## src/rtl/btb_update_ctrl_pkg.sv

```systemverilog
// Shared types and constants for the BTB update sequencer.
package btb_update_ctrl_pkg;

    localparam int BTB_XLEN   = 32;
    // Instruction PCs are word aligned, so bits [1:0] never distinguish branches.
    localparam int PC_CMP_LSB = 2;

    typedef struct packed {
        logic [BTB_XLEN-1:0] pc;
        logic [BTB_XLEN-1:0] target;
    } btb_upd_t;

endpackage

```

## src/rtl/btb_update_ctrl_queue.sv

```systemverilog
// Coalescing circular queue of {pc, target} updates: storage, pointers, count and PC match.
module btb_update_ctrl_queue import btb_update_ctrl_pkg::*; #(
    parameter int depth = 4,
    parameter int width = BTB_XLEN
) (
    input  logic                       clk,
    input  logic                       rst,
    input  logic                       a_en_i,
    input  logic [width-1:0]           a_pc_i,
    input  logic [width-1:0]           a_tgt_i,
    input  logic                       b_en_i,
    input  logic [width-1:0]           b_pc_i,
    input  logic [width-1:0]           b_tgt_i,
    input  logic                       drain_i,
    output logic [width-1:0]           head_pc_o,
    output logic [width-1:0]           head_tgt_o,
    output logic [$clog2(depth+1)-1:0] count_o
);

    localparam int PW = $clog2(depth);
    localparam int CW = $clog2(depth + 1);

    typedef struct packed {
        logic [width-1:0] pc;
        logic [width-1:0] target;
    } upd_t;

    upd_t          ent_q [depth];
    upd_t          ent_d [depth];
    logic [PW-1:0] head_q, head_d, tail_q, tail_d, tail_b;
    logic [CW-1:0] count_q, count_d;
    logic [PW-1:0] off [depth];
    logic [depth-1:0] occ, match_a, match_b;
    logic          hit_a, hit_b, a_new, b_new;
    logic [PW-1:0] idx_a, idx_b;

    // An entry is a coalesce candidate when occupied and not leaving through the drain port.
    always_comb begin : match_logic
        match_a = '0;
        match_b = '0;
        occ     = '0;
        hit_a   = 1'b0;
        hit_b   = 1'b0;
        idx_a   = '0;
        idx_b   = '0;
        for (int i = 0; i < depth; i++) begin
            off[i]     = PW'(i) - head_q;
            occ[i]     = (CW'(off[i]) < count_q) && !(drain_i && (PW'(i) == head_q));
            match_a[i] = occ[i] && (ent_q[i].pc[width-1:PC_CMP_LSB] == a_pc_i[width-1:PC_CMP_LSB]);
            match_b[i] = occ[i] && (ent_q[i].pc[width-1:PC_CMP_LSB] == b_pc_i[width-1:PC_CMP_LSB]);
            if (match_a[i]) begin
                hit_a = 1'b1;
                idx_a = PW'(i);
            end
            if (match_b[i]) begin
                hit_b = 1'b1;
                idx_b = PW'(i);
            end
        end
    end

    always_comb begin : write_logic
        ent_d  = ent_q;
        a_new  = a_en_i && !hit_a;
        b_new  = b_en_i && !hit_b;
        tail_b = tail_q + PW'(a_new);
        if (a_en_i) begin
            if (hit_a) begin
                ent_d[idx_a].target = a_tgt_i;
            end else begin
                ent_d[tail_q].pc     = a_pc_i;
                ent_d[tail_q].target = a_tgt_i;
            end
        end
        if (b_en_i) begin
            if (hit_b) begin
                ent_d[idx_b].target = b_tgt_i;
            end else begin
                ent_d[tail_b].pc     = b_pc_i;
                ent_d[tail_b].target = b_tgt_i;
            end
        end
        head_d  = head_q + PW'(drain_i);
        tail_d  = tail_b + PW'(b_new);
        count_d = count_q + CW'(a_new) + CW'(b_new) - CW'(drain_i);
    end

    always_ff @(posedge clk) begin
        if (rst) begin
            for (int i = 0; i < depth; i++) begin
                ent_q[i] <= '0;
            end
            head_q  <= '0;
            tail_q  <= '0;
            count_q <= '0;
        end else begin
            ent_q   <= ent_d;
            head_q  <= head_d;
            tail_q  <= tail_d;
            count_q <= count_d;
        end
    end

    assign head_pc_o  = ent_q[head_q].pc;
    assign head_tgt_o = ent_q[head_q].target;
    assign count_o    = count_q;

endmodule

```

## src/rtl/btb_update_ctrl.sv

```systemverilog
// Arbitrates EX and decode-JAL updates into a coalescing queue and drains one BTB write per cycle.
module btb_update_ctrl import btb_update_ctrl_pkg::*; #(
    parameter int depth = 4,
    parameter int width = BTB_XLEN
) (
    input  logic                       clk,
    input  logic                       rst,
    input  logic                       ex_req,
    input  logic [width-1:0]           ex_pc,
    input  logic [width-1:0]           ex_target,
    output logic                       ex_ready,
    input  logic                       jal_req,
    input  logic [width-1:0]           jal_pc,
    input  logic [width-1:0]           jal_target,
    output logic                       jal_ready,
    input  logic                       hold,
    output logic                       btb_load,
    output logic [width-1:0]           btb_w_pc,
    output logic [width-1:0]           btb_target_in,
    output logic [$clog2(depth+1)-1:0] pending
);

    localparam int CW = $clog2(depth + 1);

    logic [CW-1:0]    count, free;
    logic [width-1:0] head_pc, head_tgt;
    logic             ex_acc, jal_acc, same_pc, jal_new, drain;

    // Readiness uses registered occupancy only; a same-cycle drain frees nothing yet.
    assign free      = CW'(depth) - count;
    assign ex_ready  = !rst && (free >= CW'(1));
    assign jal_ready = !rst && ((free >= CW'(2)) || ((free >= CW'(1)) && !ex_req));

    assign ex_acc  = ex_req && ex_ready;
    assign jal_acc = jal_req && jal_ready;
    assign same_pc = (ex_pc[width-1:PC_CMP_LSB] == jal_pc[width-1:PC_CMP_LSB]);
    // A JAL for the same branch as an accepted EX update is absorbed; EX carries the target.
    assign jal_new = jal_acc && !(ex_acc && same_pc);

    assign drain = !rst && !hold && (count != '0);

    btb_update_ctrl_queue #(
        .depth(depth),
        .width(width)
    ) u_queue (
        .clk       (clk),
        .rst       (rst),
        .a_en_i    (ex_acc),
        .a_pc_i    (ex_pc),
        .a_tgt_i   (ex_target),
        .b_en_i    (jal_new),
        .b_pc_i    (jal_pc),
        .b_tgt_i   (jal_target),
        .drain_i   (drain),
        .head_pc_o (head_pc),
        .head_tgt_o(head_tgt),
        .count_o   (count)
    );

    assign btb_load      = drain;
    assign btb_w_pc      = drain ? head_pc : '0;
    assign btb_target_in = drain ? head_tgt : '0;
    assign pending       = rst ? '0 : count;

endmodule

```

## config.mk

```make
export PLATFORM = sky130hd
export DESIGN_NAME = btb_update_ctrl
export DESIGN_NICKNAME = d
export VERILOG_FILES = /design/src/rtl/btb_update_ctrl_pkg.sv /design/src/rtl/btb_update_ctrl_queue.sv /design/src/rtl/btb_update_ctrl.sv
export SDC_FILE = /design/constraint.sdc
export NUM_CORES = 1
export LEC_CHECK = 0
export CAP_MARGIN = 0
export CELL_PAD_IN_SITES_DETAIL_PLACEMENT = 1
export CELL_PAD_IN_SITES_GLOBAL_PLACEMENT = 2
export CORE_ASPECT_RATIO = 0.6
export CORE_MARGIN = 2
export CORE_UTILIZATION = 36
export DETAILED_ROUTE_END_ITERATION = 8
export DONT_BUFFER_PORTS = 1
export PLACE_DENSITY = 0.89
export SYNTH_ARGS = -nofsm -noshare
export SYNTH_HDL_FRONTEND = slang
export SYNTH_SLANG_ARGS = --single-unit
```

## constraint.sdc

```tcl
create_clock -name clk -period 4.1 [get_ports clk]
set_input_delay 0.615 -clock clk [delete_from_list [all_inputs] [get_ports clk]]
set_output_delay 0.615 -clock clk [all_outputs]
set_load 0.01 [all_outputs]
```

Word-level counts from Yosys, hierarchy flattened:

Index checks and enable logic that the tools add are counted.

* add/sub/neg operators: 11
* $lt $le $gt $ge: 15
* equal/unequal tests: 12
* mux-type cells: 42
* bitwise gates (word level): 5
* reduce and logical (&&, ||, !) cells: 44

Operator list (count)
* $bwmux W256: 6
* $mux W256: 4
* $demux W64 S2: 6
* $eq A30 B30 Y1: 9
* $mux W64: 4
* $mux W32: 6
* $bmux W64 S2: 1
* $logic_and A1 B1 Y1: 31
* $ge A3 B3 Y1 const B: 5
* $not A2 Y3: 5
* $lt A2 B3 Y1: 4
* $lt A3 B1 Y1 const B: 4
* $logic_not A1 Y1: 10
* $mux W1: 10
* $mux W2: 4
* $add A2 B1 Y2: 3
* $add A3 B1 Y3: 2
* $eq A2 B2 Y1 const A: 2
* $sub A1 B2 Y2 const A: 2
* $sub A2 B2 Y2 const A: 2
* $ge A3 B1 Y1 const B: 1
* $ge A3 B2 Y1 const B: 1
* $mux W3: 1
* $reduce_bool A3 Y1: 1
* 5 further kinds: 5

* register bits: 263
* bits of input ports: 133
* output and inout port bits: 70
* logic and storage cells: 140

Depth between registers and ports, before layout:

* depth in word-level cells: 23
* mapped depth: 18
* depth with buffers taken out: 15

Modules after synthesis:

From an unflattened synthesis, not the netlist that was laid out.

* cell total of the unflattened synthesis: 1960
* area total of the unflattened synthesis: 18196.2 um2

Modules (own cells, without submodules)
* btb_update_ctrl_queue: instances 1, cells each 1829, area each 17320.4 um2, seq. area each 5265.0 um2
* btb_update_ctrl: instances 1, cells each 131, area each 875.8 um2, seq. area each 0.0 um2

Worst setup path before layout:

OpenSTA, ideal clock, no wires.

* path type: register to register
* from: register u_queue.head_q[1]
* to: register u_queue.ent_q[192] in the netlist's numbering
* setup time: 0.086 ns
* arrival time: 4.143 ns
* data required time: 4.014 ns
* setup slack: -0.128 ns
* cell stages (with the launch flop): 17
* buffers on the path: 4
* clock period less this slack: 4.228 ns
* cell sequence: dfxtp_1 -> clkbuf_1 -> inv_1 -> ha_1 -> ha_1 -> a221oi_1 -> and3_1 -> nor4_2 -> buf_2 -> buf_1 -> ha_1 -> xor2_1 -> nor2_1 -> o211ai_1 -> clkbuf_1 -> nor2_1 -> a211oi_1

* longest elaborated chain between the ends: 20
* elaborated cells on any way between the ends: 76
* classes of those cells: add/sub: 5; order compare: 10; eq/ne: 3; mux: 29; bitwise: 3; reduce/logical: 26

Ends and longest elaborated chain
* start: declaration: RTL line btb_update_ctrl_queue.sv:30 `logic [PW-1:0] head_q, head_d, tail_q, tail_d, tail_b;`
* start signal: assignment: RTL line btb_update_ctrl_queue.sv:93 `head_q <= '0;`
* start signal: assignment: RTL line btb_update_ctrl_queue.sv:98 `head_q <= head_d;`
* parallel branches: the longest is 19 deep, another holds $lt A2 B3 Y1
* $mux W256 (*): RTL line btb_update_ctrl_queue.sv:75 `if (b_en_i) begin`
* end signal: assignment: RTL line btb_update_ctrl_queue.sv:97 `ent_q <= ent_d;`
* end: declaration: RTL line btb_update_ctrl_queue.sv:28 `upd_t ent_q [depth];`

Mark *: on every way between the ends.
A chain may end at the register's enable or synchronous reset.

Worst setup path in the final report:

* from: register u_queue.ent_q[39] in the netlist's numbering
* to: register u_queue.count_q[2] (netlist: u_queue.count_o[2])

* longest elaborated chain between the ends: 8
* elaborated cells on any way between the ends: 13
* classes of those cells: add/sub: 3; eq/ne: 2; mux: 2; reduce/logical: 6

Ends and longest elaborated chain
* $eq A30 B30 Y1: RTL line btb_update_ctrl_queue.sv:49 `match_a[i] = occ[i] && (ent_q[i].pc[width-1:PC_CMP_LSB] == a_pc_i[width-1:PC_CMP_LSB]);`
* $logic_and A1 B1 Y1: RTL line btb_update_ctrl_queue.sv:49
* $mux W1: RTL line btb_update_ctrl_queue.sv:51 `if (match_a[i]) begin`
* $logic_not A1 Y1: RTL line btb_update_ctrl_queue.sv:64 `a_new = a_en_i && !hit_a;`
* $logic_and A1 B1 Y1: RTL line btb_update_ctrl_queue.sv:64
* $add A3 B1 Y3: RTL line btb_update_ctrl_queue.sv:85 `count_d = count_q + CW'(a_new) + CW'(b_new) - CW'(drain_i);`
* $add A3 B1 Y3 (*): RTL line btb_update_ctrl_queue.sv:85
* $sub A3 B1 Y3 (*): RTL line btb_update_ctrl_queue.sv:85
* end signal: assignment: RTL line btb_update_ctrl_queue.sv:100 `count_q <= count_d;`
* end: declaration: RTL line btb_update_ctrl_queue.sv:31 `logic [CW-1:0] count_q, count_d;`

Every way passes the cells marked *; elsewhere a longest branch is shown, timed or not.

==> metrics.txt <==
Yosys reg bits 263; Core Util, Final 40.6%; most frequent CP cell xnor2_1; Mapped Area 0.0172 mm²; Critical R2R Capture u_queue.count_o[2]$_SDFF_PP0_; DRT iter0 DRCs 1997; min Tclk post-route 3.84 ns; VDD IR max 0.000514 V; critical path's slowest cell nor4_1; Core Region 0.0467 mm²; relative slew slack 45.2%; synth top area cells dfxtp_1 (31%), mux2i_1 (11%), xnor2_1 (11%); total of max-cap violations 0; antenna-violating nets left 0; top_reg_cell synth dfxtp_1; hold path start rst; first-pass GRT wire length 109 mm; Synth area leader dfxtp_1; final wirelength ~74 mm; Synth top area share between 30% and 40%; worst reg-to-reg path cell count 13; Area growth, synth to finish 10.6%; GR Util All Layers between 20 and 30%; RD Place Congestion between 1 and 1.5; Worst Max-Slew Pin Slew a little over 0.8 ns; largest net degree at the start of global routing 237; die area 0.0495 mm²; Core Rows 61; CTS tree built; Post-synth EDFFs 0; WS Path Type register to register; Final #Nets 1964; clock tree buffer depth 3; Synth top cells by count dfxtp_1 (263), nor2_1 (235), xnor2_1 (215); clk_skew 0.0151 ns; vias 15400; Buf/Inv on CP 2; Worst Hold Path EP u_queue.ent_q[88]$_SDFF_PP0_; Post-Place Cells 2413; Clock Latency Late Sink between 0.5 and 0.6 ns; worst endpoint required time 4.57 ns; Die Height 173 µm; clk sink count 263; total congestion overflow 0; RSZ-0062 raised after global routing false; layout cell share with drive strength beyond 1 a little under an eighth; Final setup viols 0; max frequency 260 MHz; setup tns final 0 ns; dpl hpwl 54.1 mm; H-tree Lvls 1; endpoint type of the worst setup path register; RR Startpoint u_queue.ent_q[39]$_SDFF_PP0_; syn avg cell area 9.01 µm²; status finished, final reports clean; Hold Path Depth 1; Gate Count Post-Synth 1905; Hold WC Path Type primary input to register; asr flop ratio synth 0%; crit-path cells xnor2_1, buf_4, nand4_1, nor4_1, a31o_2, nor4_4, buf_4, xor2_1, fa_1, fa_1, xnor2_1, xnor2_1, nor2_1; Finished Cell Area about 0.019 mm²; Final Max Slew Viols 0; Final Hold Viols 0; routed length per instance about 30 µm; Final period util 93.6%; Pwr Total 11.0 mW; number of global-route vias before repair 15200; arrival time worst endpoint ~4.3 ns; flop2flop setup slack between 0.2 and 0.3 ns; Crit Path Max Fanout 4; pwr dens between 500 and 600 mW/mm²; count leader, synth dfxtp_1; Seq/Total Area, Yosys 30.7%; Placed Area 0.0180 mm²; syn_nets around 2100; final std cells w/o fill 2465; number of CTS-inserted buffers 28; Vias per Instance 6.25; Initial Util between 30% and 40%; CTS clk-pin slew, worst paths 0.07 ns; initial antenna violation count 0; cell family with most CP delay simple AND/OR/NAND/NOR gates; Syn. warnings 0; DR pass1 iterations 5; PortBufs 0; DRC violation count after routing 0; I/O pin cnt 203; Lkg Pwr 7.18 nW; Die Span X approximately 290 µm; Yosys cell types 48; CP Launch Type register; CP max stage delay 0.64 ns; Root Driver clkbuf_16
-- cell type report --
class	count	area (µm²)
fill	5299	27700
multi-input combinational	1432	11100
sequential	263	5270
clock buffer	43	878
timing repair buffer	77	828
tap	630	788
clock inverter	7	88.8
inverter	12	45.0
antenna	1	2.50
-- placed cells by master (no fill, tap or decap), types with 3 or more instances in the layout --
cell type	count
a211oi_1	162
a21oi_1	6
a311oi_1	60
and2_1	68
and3_1	5
buf_12	20
buf_4	57
clkbuf_1	4
clkbuf_16	29
clkbuf_8	10
clkinv_2	4
dfxtp_1	261
ha_1	14
inv_1	11
mux2i_1	195
mux4_2	64
nand2_1	106
nand3_1	65
nand4_1	60
nor2_1	234
nor2b_1	7
nor4_1	32
o21ai_0	32
o22ai_1	3
xnor2_1	215
xor2_1	61
-- routing by layer --
metal  up-vias  global-route usage [%]  routed length [µm]  part of all wire (%)
met2       754                    39.2               29000                    39
met3        86                    6.00                7790                    11
met4         0                    5.04                1410                   1.9
met5         -                       0                   0                     0
li1       6655                       -                   -                     -
met1      7920                    47.2               35900                    48
-- sequential cells by signal, indices dropped and copies added, names as in the netlist --
name,flops
u_queue.head_q,2
u_queue.tail_q,2
u_queue.count_o,3
u_queue.ent_q,256
-- per-stage QoR --
step	setup slack [ns]	hold WS [ns]
floorplan	0.0740	0.485
global placement	0.339	0.506
detailed placement	0.231	0.519
CTS	0.209	0.0965
global route	0.00310	0.107
finish	0.261	0.128
-- power by group --
| part | internal, mW | switching, mW | total, mW |
|---|---|---|---|
| combinational | 1.85 | 2.59 | 4.44 |
| sequential | 3.11 | 0.675 | 3.79 |
| clock | 1.59 | 1.13 | 2.72 |
-- how the worst max path moves through the flow --
stage	from	end	slack, ns	depth (start not counted)
2_1_floorplan	u_queue.count_o[0]$_SDFF_PP0_	u_queue.ent_q[192]$_SDFF_PP0_	0.07	17
4_1_cts	u_queue.count_o[1]$_SDFF_PP0_	u_queue.ent_q[59]$_SDFF_PP0_	0.21	14
3_5_place_dp	u_queue.count_o[1]$_SDFF_PP0_	u_queue.ent_q[196]$_SDFF_PP0_	0.23	16
6_report	u_queue.ent_q[39]$_SDFF_PP0_	u_queue.count_o[2]$_SDFF_PP0_	0.26	13
3_3_place_gp	ex_pc[2]	u_queue.count_o[2]$_SDFF_PP0_	0.34	12
5_1_grt	u_queue.count_o[1]$_SDFF_PP0_	u_queue.ent_q[196]$_SDFF_PP0_	0.003	17
-- kinds of logic (layout without fill, tap and decap cells) --
group / Yosys count / count (layout) / synth area share (%)
fa+ha+maj: 17 / 17 / 1.33
simple gates: 600 / 600 / 16.7
compound gates: 279 / 279 / 12.1
other cells: 0 / 1 / 0
buf+inv: 210 / 139 / 5.27
xor+xnor: 277 / 277 / 14.1
flops: 263 / 263 / 30.7
mux: 259 / 259 / 19.8
-- timing repair --
action                     4_1_cts  5_1_grt
setup endpoints to repair        0       57
resized for setup                0        3
buffers inserted                 0        1
hold buffers                     0        0
-- worst reg2reg max path: stages, from the launching register on --
cell and delay [ns]:
dfxtp_1 0.50, xnor2_1 0.24, buf_4 0.19, nand4_1 0.21, nor4_1 0.64, a31o_2 0.30, nor4_4 0.06, buf_4 0.14
xor2_1 0.15, fa_1 0.47, fa_1 0.43, xnor2_1 0.20, xnor2_1 0.14, nor2_1 0.05
Power figures use the tool's default switching activity.
